`src/rtl/button_mmio_in_pkg.sv`:
```
// Shared definitions for the push-button MMIO input peripheral:
// register offsets, STATUS bit positions and the default window base.
package button_mmio_in_pkg;

    // Word offset inside the 16-byte window, taken from adr[3:2].
    typedef enum logic [1:0] {
        REG_STATUS = 2'd0,
        REG_UP_CNT = 2'd1,
        REG_DN_CNT = 2'd2,
        REG_RSVD   = 2'd3
    } reg_sel_e;

    localparam int ST_UP_PEND = 0;
    localparam int ST_DN_PEND = 1;
    localparam int ST_UP_LVL  = 2;
    localparam int ST_DN_LVL  = 3;

    localparam logic [31:0] DEFAULT_BASE_ADDR = 32'h0000_00F0;

    function automatic logic [3:0] pack_status(input logic up_pend,
                                               input logic dn_pend,
                                               input logic up_lvl,
                                               input logic dn_lvl);
        logic [3:0] s;
        s             = '0;
        s[ST_UP_PEND] = up_pend;
        s[ST_DN_PEND] = dn_pend;
        s[ST_UP_LVL]  = up_lvl;
        s[ST_DN_LVL]  = dn_lvl;
        return s;
    endfunction

endpackage

```
`src/rtl/button_mmio_in_debounce.sv`:
```
// Per-button two-flop synchroniser, stability counter and press (rise) pulse.
module btn_debounce #(
    parameter int unsigned DEBOUNCE_CYCLES = 1000000
) (
    input  logic clk,
    input  logic reset,
    input  logic btn,
    output logic level,
    output logic rise
);

    localparam int unsigned CNT_W = $clog2(DEBOUNCE_CYCLES);
    localparam logic [CNT_W-1:0] CNT_LAST = CNT_W'(DEBOUNCE_CYCLES - 1);

    logic             sync_p0;
    logic             sync_p1;
    logic [CNT_W-1:0] cnt;

    always_ff @(posedge clk) begin
        if (!reset) begin
            sync_p0 <= 1'b0;
            sync_p1 <= 1'b0;
            cnt     <= '0;
            level   <= 1'b0;
            rise    <= 1'b0;
        end else begin
            sync_p0 <= btn;
            sync_p1 <= sync_p0;
            rise    <= 1'b0;
            // Any glitch back to the accepted level restarts the stability window.
            if (sync_p1 == level) begin
                cnt <= '0;
            end else if (cnt == CNT_LAST) begin
                level <= sync_p1;
                cnt   <= '0;
                rise  <= sync_p1;
            end else begin
                cnt <= cnt + 1'b1;
            end
        end
    end

endmodule

```
`src/rtl/button_mmio_in.sv`:
```
// Read-only MMIO window exposing debounced up/down button status and press counters.
// Optional BTN_IRQ_EN adds a registered irq output driven by the pending flags.
module button_mmio_in
    import button_mmio_in_pkg::*;
#(
    parameter int              WIDTH           = 32,
    parameter logic [WIDTH-1:0] BASE_ADDR      = WIDTH'(DEFAULT_BASE_ADDR),
    parameter int unsigned     DEBOUNCE_CYCLES = 1000000,
    parameter int              CNT_BITS        = 8
) (
    input  logic             clk,
    input  logic             reset,
    input  logic             up,
    input  logic             down,
    input  logic             memread,
    input  logic [WIDTH-1:0] adr,
    output logic [WIDTH-1:0] rdata,
    output logic             hit
`ifdef BTN_IRQ_EN
    ,
    output logic             irq
`endif
);

    logic                up_level;
    logic                up_rise;
    logic                dn_level;
    logic                dn_rise;
    logic                up_pending;
    logic                dn_pending;
    logic [CNT_BITS-1:0] up_cnt;
    logic [CNT_BITS-1:0] dn_cnt;
    logic                sel;
    logic                status_clr;
    reg_sel_e            rd_sel;
    logic [WIDTH-1:0]    rd_word;
    logic                adr_lsb_unused;

    btn_debounce #(.DEBOUNCE_CYCLES(DEBOUNCE_CYCLES)) u_up_db (
        .clk   (clk),
        .reset (reset),
        .btn   (up),
        .level (up_level),
        .rise  (up_rise)
    );

    btn_debounce #(.DEBOUNCE_CYCLES(DEBOUNCE_CYCLES)) u_dn_db (
        .clk   (clk),
        .reset (reset),
        .btn   (down),
        .level (dn_level),
        .rise  (dn_rise)
    );

    assign adr_lsb_unused = ^adr[1:0];
    assign sel            = memread && (adr[WIDTH-1:4] == BASE_ADDR[WIDTH-1:4]);
    assign rd_sel         = reg_sel_e'(adr[3:2]);
    assign status_clr     = sel && (rd_sel == REG_STATUS);

    always_comb begin
        rd_word = '0;
        case (rd_sel)
            REG_STATUS: rd_word[3:0]          = pack_status(up_pending, dn_pending,
                                                            up_level, dn_level);
            REG_UP_CNT: rd_word[CNT_BITS-1:0] = up_cnt;
            REG_DN_CNT: rd_word[CNT_BITS-1:0] = dn_cnt;
            default:    rd_word               = '0;
        endcase
    end

    // A press landing on the clearing read keeps its flag: set beats clear.
    always_ff @(posedge clk) begin
        if (!reset) begin
            up_pending <= 1'b0;
            dn_pending <= 1'b0;
            up_cnt     <= '0;
            dn_cnt     <= '0;
        end else begin
            if (up_rise) begin
                up_pending <= 1'b1;
                up_cnt     <= up_cnt + 1'b1;
            end else if (status_clr) begin
                up_pending <= 1'b0;
            end
            if (dn_rise) begin
                dn_pending <= 1'b1;
                dn_cnt     <= dn_cnt + 1'b1;
            end else if (status_clr) begin
                dn_pending <= 1'b0;
            end
        end
    end

    // read response stage
    always_ff @(posedge clk) begin
        if (!reset) begin
            rdata <= '0;
            hit   <= 1'b0;
        end else begin
            rdata <= sel ? rd_word : '0;
            hit   <= sel;
        end
    end

`ifdef BTN_IRQ_EN
    always_ff @(posedge clk) begin
        if (!reset) begin
            irq <= 1'b0;
        end else begin
            irq <= up_pending | dn_pending;
        end
    end
`endif

endmodule

```
`config.mk`:
```
export PLATFORM = sky130hd
export DESIGN_NAME = button_mmio_in
export DESIGN_NICKNAME = d
export VERILOG_FILES = /design/src/rtl/button_mmio_in_pkg.sv /design/src/rtl/button_mmio_in_debounce.sv /design/src/rtl/button_mmio_in.sv
export SDC_FILE = /design/constraint.sdc
export NUM_CORES = 1
export LEC_CHECK = 0
export ABC_AREA = 1
export ABC_CLOCK_PERIOD_IN_PS = 1900
export BUFFER_PORTS_ARGS = -buffer_cell sky130_fd_sc_hd__buf_2
export CORE_ASPECT_RATIO = 0.6
export CORE_UTILIZATION = 50
export DETAILED_ROUTE_END_ITERATION = 8
export GPL_ROUTABILITY_DRIVEN = 0
export GPL_TIMING_DRIVEN = 0
export PLACE_DENSITY_LB_ADDON = 0.12
export SYNTH_ARGS = -nofsm -noshare
export SYNTH_HDL_FRONTEND = slang
export SYNTH_SLANG_ARGS = --single-unit
```
`constraint.sdc`:
```
create_clock -name clk -period 1.9 [get_ports clk]
set_input_delay 0.095 -clock clk [delete_from_list [all_inputs] [get_ports clk]]
set_output_delay 0.095 -clock clk [all_outputs]
set_load 0.01 [all_outputs]
```
## Word-level counts from Yosys, hierarchy flattened

Index checks and enable logic that the tools add are counted.

- Register bits after elaboration: 99
- Bits in latches: 0
- Memory bits (writable): 0
- ROM bits: 0
- Logic and storage cells: 50
- Memories kept: 0

- Add/sub/neg operators: 4
- Multiply operators: 0
- Divide/modulo/power cells: 0
- Order comparisons: 0
- Equal/unequal tests: 7
- Shifts and indexed selects: 0
- Muxes and demuxes: 5
- Bitwise logic cells: 5
- Reductions and logical operators: 12

Operator list:

| kind | count |
|---|---|
| adder 20 x 1 -> 20 bit, second input constant | 2 |
| equality test 20 bit, second input constant | 2 |
| equality test 28 x 4 -> 1 bit, second input constant | 1 |
| adder 8 x 1 -> 8 bit, second input constant | 2 |
| one-hot mux 4 bit (3 select lines) | 1 |
| OR reduction 3 bit | 4 |
| one-hot mux 4 bit (2 select lines) | 1 |
| AND reduction 2 bit | 3 |
| inverter 1 bit | 5 |
| nonzero test 2 bit | 2 |
| 2-to-1 mux 1 bit | 3 |
| equality test 1 bit | 2 |
| equality test 2 x 1 -> 1 bit, second input constant | 1 |
| equality test 2 bit, second input constant | 1 |
| logical AND 1 bit | 2 |
| zero test 2 bit | 1 |

## Longest topological paths before layout

- Depth after elaboration: 5
- Mapped depth: 9

## By module

A second synthesis with hierarchy kept.

- Cells, all modules: 578
- Area, all modules: 4062.6 um^2

By module, submodules not included:

| module | times used | cells each | area each (um^2) | sequential area each (um^2) |
|---|---|---|---|---|
| btn_debounce | 2 | 166 | 1228.7 | 480.5 |
| button_mmio_in | 1 | 246 | 1605.3 | 540.5 |

## Least setup slack after synthesis

No wires, ideal clock.

- Path kind: flip-flop to flip-flop
- From: reg u_dn_db.cnt[0]
- To: reg u_dn_db.cnt[11]
- Library setup time: 121 ps
- Arrival: 1305 ps
- Required time: 1779 ps
- Slack: 474 ps
- Stages on the path, launching flop included: 8
- Buffers on the path: 1
- Cells stage by stage: dfxtp_1 ha_1 nand3_4 nor2_1 nand3_2 nand3_4 buf_12 nor3_2

- Longest elaborated chain between the ends: 2

Ends and longest elaborated chain:

| item | RTL line | source |
|---|---|---|
| start, declared | button_mmio_in_debounce.sv:17 | `logic [CNT_W-1:0] cnt;` |
| start signal, assigned | button_mmio_in_debounce.sv:38 | `cnt <= cnt + 1'b1;` |
| branches (longest 2 deep; another with adder 20 x 1 -> 20 bit) | - |  |

Several ways; the timed one is not identified.
A chain may end at the register's enable or synchronous reset.

## Worst setup path after layout

- From: reg u_up_db.cnt[0]
- To: reg u_up_db.cnt[18]

- Longest elaborated chain between the ends: 2

Ends and longest elaborated chain:

| item | RTL line |
|---|---|
| start, declared | button_mmio_in_debounce.sv:17 |
| start signal, assigned | button_mmio_in_debounce.sv:38 |
| branches (longest 2 deep; another with adder 20 x 1 -> 20 bit) | - |

Several ways; the timed one is not identified.

==> insert_results.sql <==
INSERT INTO impl_metrics (metric_group, metric, value, unit) VALUES
('detailed_routing', 'count_of_routing_violations_after_the_opening_detailed_route_iteration', '270', ''),
('worst_setup_path', 'worstSetupPathType', 'flip-flop to flip-flop', ''),
('outcome', 'status', 'finished, final reports clean', ''),
('sta', 'rsz0062_at_grt', 'false', ''),
('power_and_ir_drop', 'power_leakage', '1.985', 'nW'),
('synthesis', 'post_synth.cell_area_avg', '7.146', 'sq um'),
('synthesis', 'ys_seq_elements', '75', ''),
('worst_setup_path', 'start_kind', 'flip-flop', ''),
('synthesis', 'synth_enable_flop_cells', '0', ''),
('synthesis', 'most_frequently_used_flop_master_after_synthesis', 'dfxtp_1', ''),
('place', 'number_of_i_o_port_buffers', '43', ''),
('worst_hold_path', 'hold_path.class', 'input port to flip-flop', ''),
('sta', 'timing.final.max_slew_violations', '0', ''),
('floorplan', 'floorplan.die_area', '0.008596', 'sq mm'),
('synthesis', 'synth_top_cell_by_area', 'dfxtp_1', ''),
('worst_setup_path', 'cp_data_arrival_time', '1930', 'ps'),
('final_layout', 'utilization', '61.64', '%'),
('sta', 'final.hold.worst_slack', '80.88', 'ps'),
('clock_network', 'tritoncts', 'built', ''),
('clock_network', 'clock_path_buffers', '2', ''),
('detailed_routing', 'antenna_violating_nets_post_route', '0', ''),
('clock_network', 'worstSkewPairLatency', '330', 'ps'),
('detailed_routing', 'route.detailed.wl_per_inst', '11.34', 'um'),
('final_layout', 'antenna_cells', '0', ''),
('synthesis', 'synthesis.instances', '575', ''),
('sta', 'maxClockFrequency', '584.5', 'MHz'),
('sta', 'timing.final.crit_period', '1711', 'ps'),
('final_layout', 'mostFrequentLayoutCells', '117 x nand2_1, 96 x nor2_1, 78 x inv_1', ''),
('power_and_ir_drop', 'power_density', '721.0', 'mW/mm^2'),
('floorplan', 'pin_count', '70', ''),
('synthesis', 'synth.cell_area', '0.004109', 'sq mm'),
('synthesis', 'synth_xor_xnor_area_share', '3.837', '%'),
('sta', 'maxSlewHeadroom', '65.49', '%'),
('sta', 'timing.final.crit_share', '90.05', '%'),
('synthesis', 'yosys.area_share.simple', '37.58', '%'),
('synthesis', 'synth-warning-count', '0', ''),
('worst_setup_path', 'worst_ep_required_time', '2120', 'ps'),
('clock_network', 'clk_pin_slew_worst_paths', '60', 'ps'),
('sta', 'timing.final.hold_violations', '0', ''),
('grt', 'grt_pass1_vias', '3246', ''),
('synthesis', 'synth_top_family_by_area', 'simple AND/OR/NAND/NOR gates', ''),
('clock_network', 'clock_sinks', '75', ''),
('final_layout', 'areaGrowthSynthToFinish', '18.73', '%'),
('final_layout', 'fill_cells', '693', ''),
('grt', 'grtUsageTotal', '21.79', '%'),
('grt', 'number_of_antenna_violations_at_the_first_check_in_global_routing', '0', ''),
('synthesis', 'synth_cell_type_count', '37', ''),
('final_layout', 'drive_gt1_share', '22.00', '%'),
('final_layout', 'nets', '699', ''),
('sta', 'timing.setup.tns', '0', 'ps'),
('clock_network', 'numCtsBuffers', '9', ''),
('synthesis', 'synth-compound-area-share', '5.999', '%'),
('worst_setup_path', 'crit_path_end_kind', 'flip-flop', ''),
('detailed_routing', 'detailedRoute.firstPassIterationCount', '5', ''),
('flow_run', 'max_cap_violations', '0', ''),
('grt', 'globalRoute.totalOverflow', '0', ''),
('detailed_routing', 'route.vias.total', '3655', ''),
('floorplan', 'chip_width', '119.0', 'um'),
('grt', 'grt_start_max_net_pins', '14', ''),
('synthesis', 'yosysTopAreaCellShare', '36.54', '%'),
('synthesis', 'post_synth_mux_area_share', '0', '%'),
('detailed_routing', 'drt_wl_total', '8696', 'um'),
('clock_network', 'cts_root_buf', 'clkbuf_16', ''),
('detailed_routing', 'detail_route.vias_per_cell', '4.765', ''),
('floorplan', 'num_rows', '25', ''),
('worst_setup_path', 'worstPathMaxFanout', '10', ''),
('sta', 'finClkSkew', '7.035', 'ps'),
('synthesis', 'synth.area.top_cells', 'dfxtp_1 37%, nand2_1 11%, nor2_1 8.8%, inv_1 7.1%, buf_4 4.4%', ''),
('synthesis', 'synthArstFlopShare', '0', '%'),
('synthesis', 'seq_area_frac_synth', '36.54', '%'),
('sta', 'worst_pin_slew', '517.7', 'ps'),
('floorplan', 'initial_utilization', '51.92', '%'),
('final_layout', 'mostFrequentLayoutCell', 'nand2_1', ''),
('detailed_routing', 'residual_drc_count', '0', ''),
('floorplan', 'core_area', '0.007914', 'sq mm'),
('sta', 'finalSetupViolations', '0', ''),
('synthesis', 'synth-adder-area-share', '2.436', '%'),
('floorplan', 'die_h', '72.22', 'um'),
('grt', 'grt_pass1_wl', '14680', 'um'),
('power_and_ir_drop', 'ir_drop', '0.4654', 'mV'),
('place', 'place_hpwl', '6859', 'um'),
('clock_network', 'ctsHtreeMaxLevel', '3', ''),
('clock_network', 'postCtsSetupBuffers', '0', '');
-- worst paths after layout --
check	start	to	cells after the start	slack, ps
setup / recovery	u_up_db.cnt[0]	u_up_db.cnt[18]	7	190
hold / removal	reset	u_up_db.rise	3	80
setup reg to reg	u_up_db.cnt[0]	u_up_db.cnt[18]	7	190
hold reg to reg	u_up_db.sync_p0	u_up_db.sync_p1	2	420
-- worst max-delay path, stage by stage, from the launching register on --
cell and delay (ps):
dfxtp_1 400, ha_1 270, nand3_2 170, nor3_2 260
nand3_1 160, nand2_2 110, buf_6 170, a21oi_1 60
-- Yosys cell counts, drive strengths merged (4+ instances only) --
library cell / count
ha: 8
xor2: 15
a21oi: 23
nand2: 124
nor2: 116
dfxtp: 75
nand4: 13
nand3: 38
buf: 29
nor3: 23
o21ai: 8
o22ai: 4
inv: 81
-- sequential cells by signal, indices dropped and copies added, names as in the netlist --
name,count
u_up_db.cnt,20
u_up_db.level,1
u_dn_db.sync_p1,1
rdata,8
up_pending,1
dn_cnt,8
u_up_db.rise,1
u_up_db.sync_p1,1
u_dn_db.cnt,20
u_up_db.sync_p0,1
dn_pending,1
u_dn_db.level,1
u_dn_db.rise,1
hit,1
u_dn_db.sync_p0,1
up_cnt,8
-- layer usage --
metal	wire [um]	vias to the layer above	global-route usage, %	share of wire [%]
met3	661	10	7.233	7.6
li1	-	1913	-	-
met4	71	0	6.470	0.82
met2	3395	125	30.49	39
met5	0	-	0	0
met1	4567	1607	31.47	53
-- power by group --
part	internal, mW	leakage [nW]	total, mW	switching (mW)
registers	1.58	0.605	1.58	0.00360
logic	0.0865	1.23	0.186	0.0995
clock network	1.09	0.152	1.75	0.657
-- logic make-up (layout without fill, tap and decap cells) --
family                     count (synthesis)  in the layout
and+or+nand+nor                          323            323
buffers and inverters                    111            172
DFF                                       75             75
AOI/OAI and AO/OA                         39             39
xor gates and xnor gates                  18             18
adders and majority gates                  8              8
other                                      1             24
-- metrics by stage --
stage,setup WS [ps],instance area (sq um),total power [mW],std cells
finish,189.1,4878,3.517,767
global route,56.06,4878,3.653,767
CTS,195.5,4878,3.550,767
detailed placement,204.3,4546,1.797,749
global placement,268.1,4546,1.795,749
floorplan,474.3,4195,1.738,598
-- repair_timing --
item | CTS | global route
hold endpoints to repair | 2 | 0
gates resized for setup | 0 | 0
hold buffers | 2 | 0
-- final cells by class --
cell class / count / area (sq um) / share of cell area, %
Sequential cell: 75 / 1501 / 30.78
Clock buffer: 11 / 252.7 / 5.181
Inverter: 81 / 304.0 / 6.232
Buffer: 30 / 251.5 / 5.155
Clock inverter: 5 / 60.06 / 1.231
Multi-Input combinational cell: 412 / 2138 / 43.83
Tap cell: 108 / 135.1 / 2.770
Timing Repair Buffer: 45 / 235.2 / 4.822
Note: power is estimated with default switching activity, not from simulation.
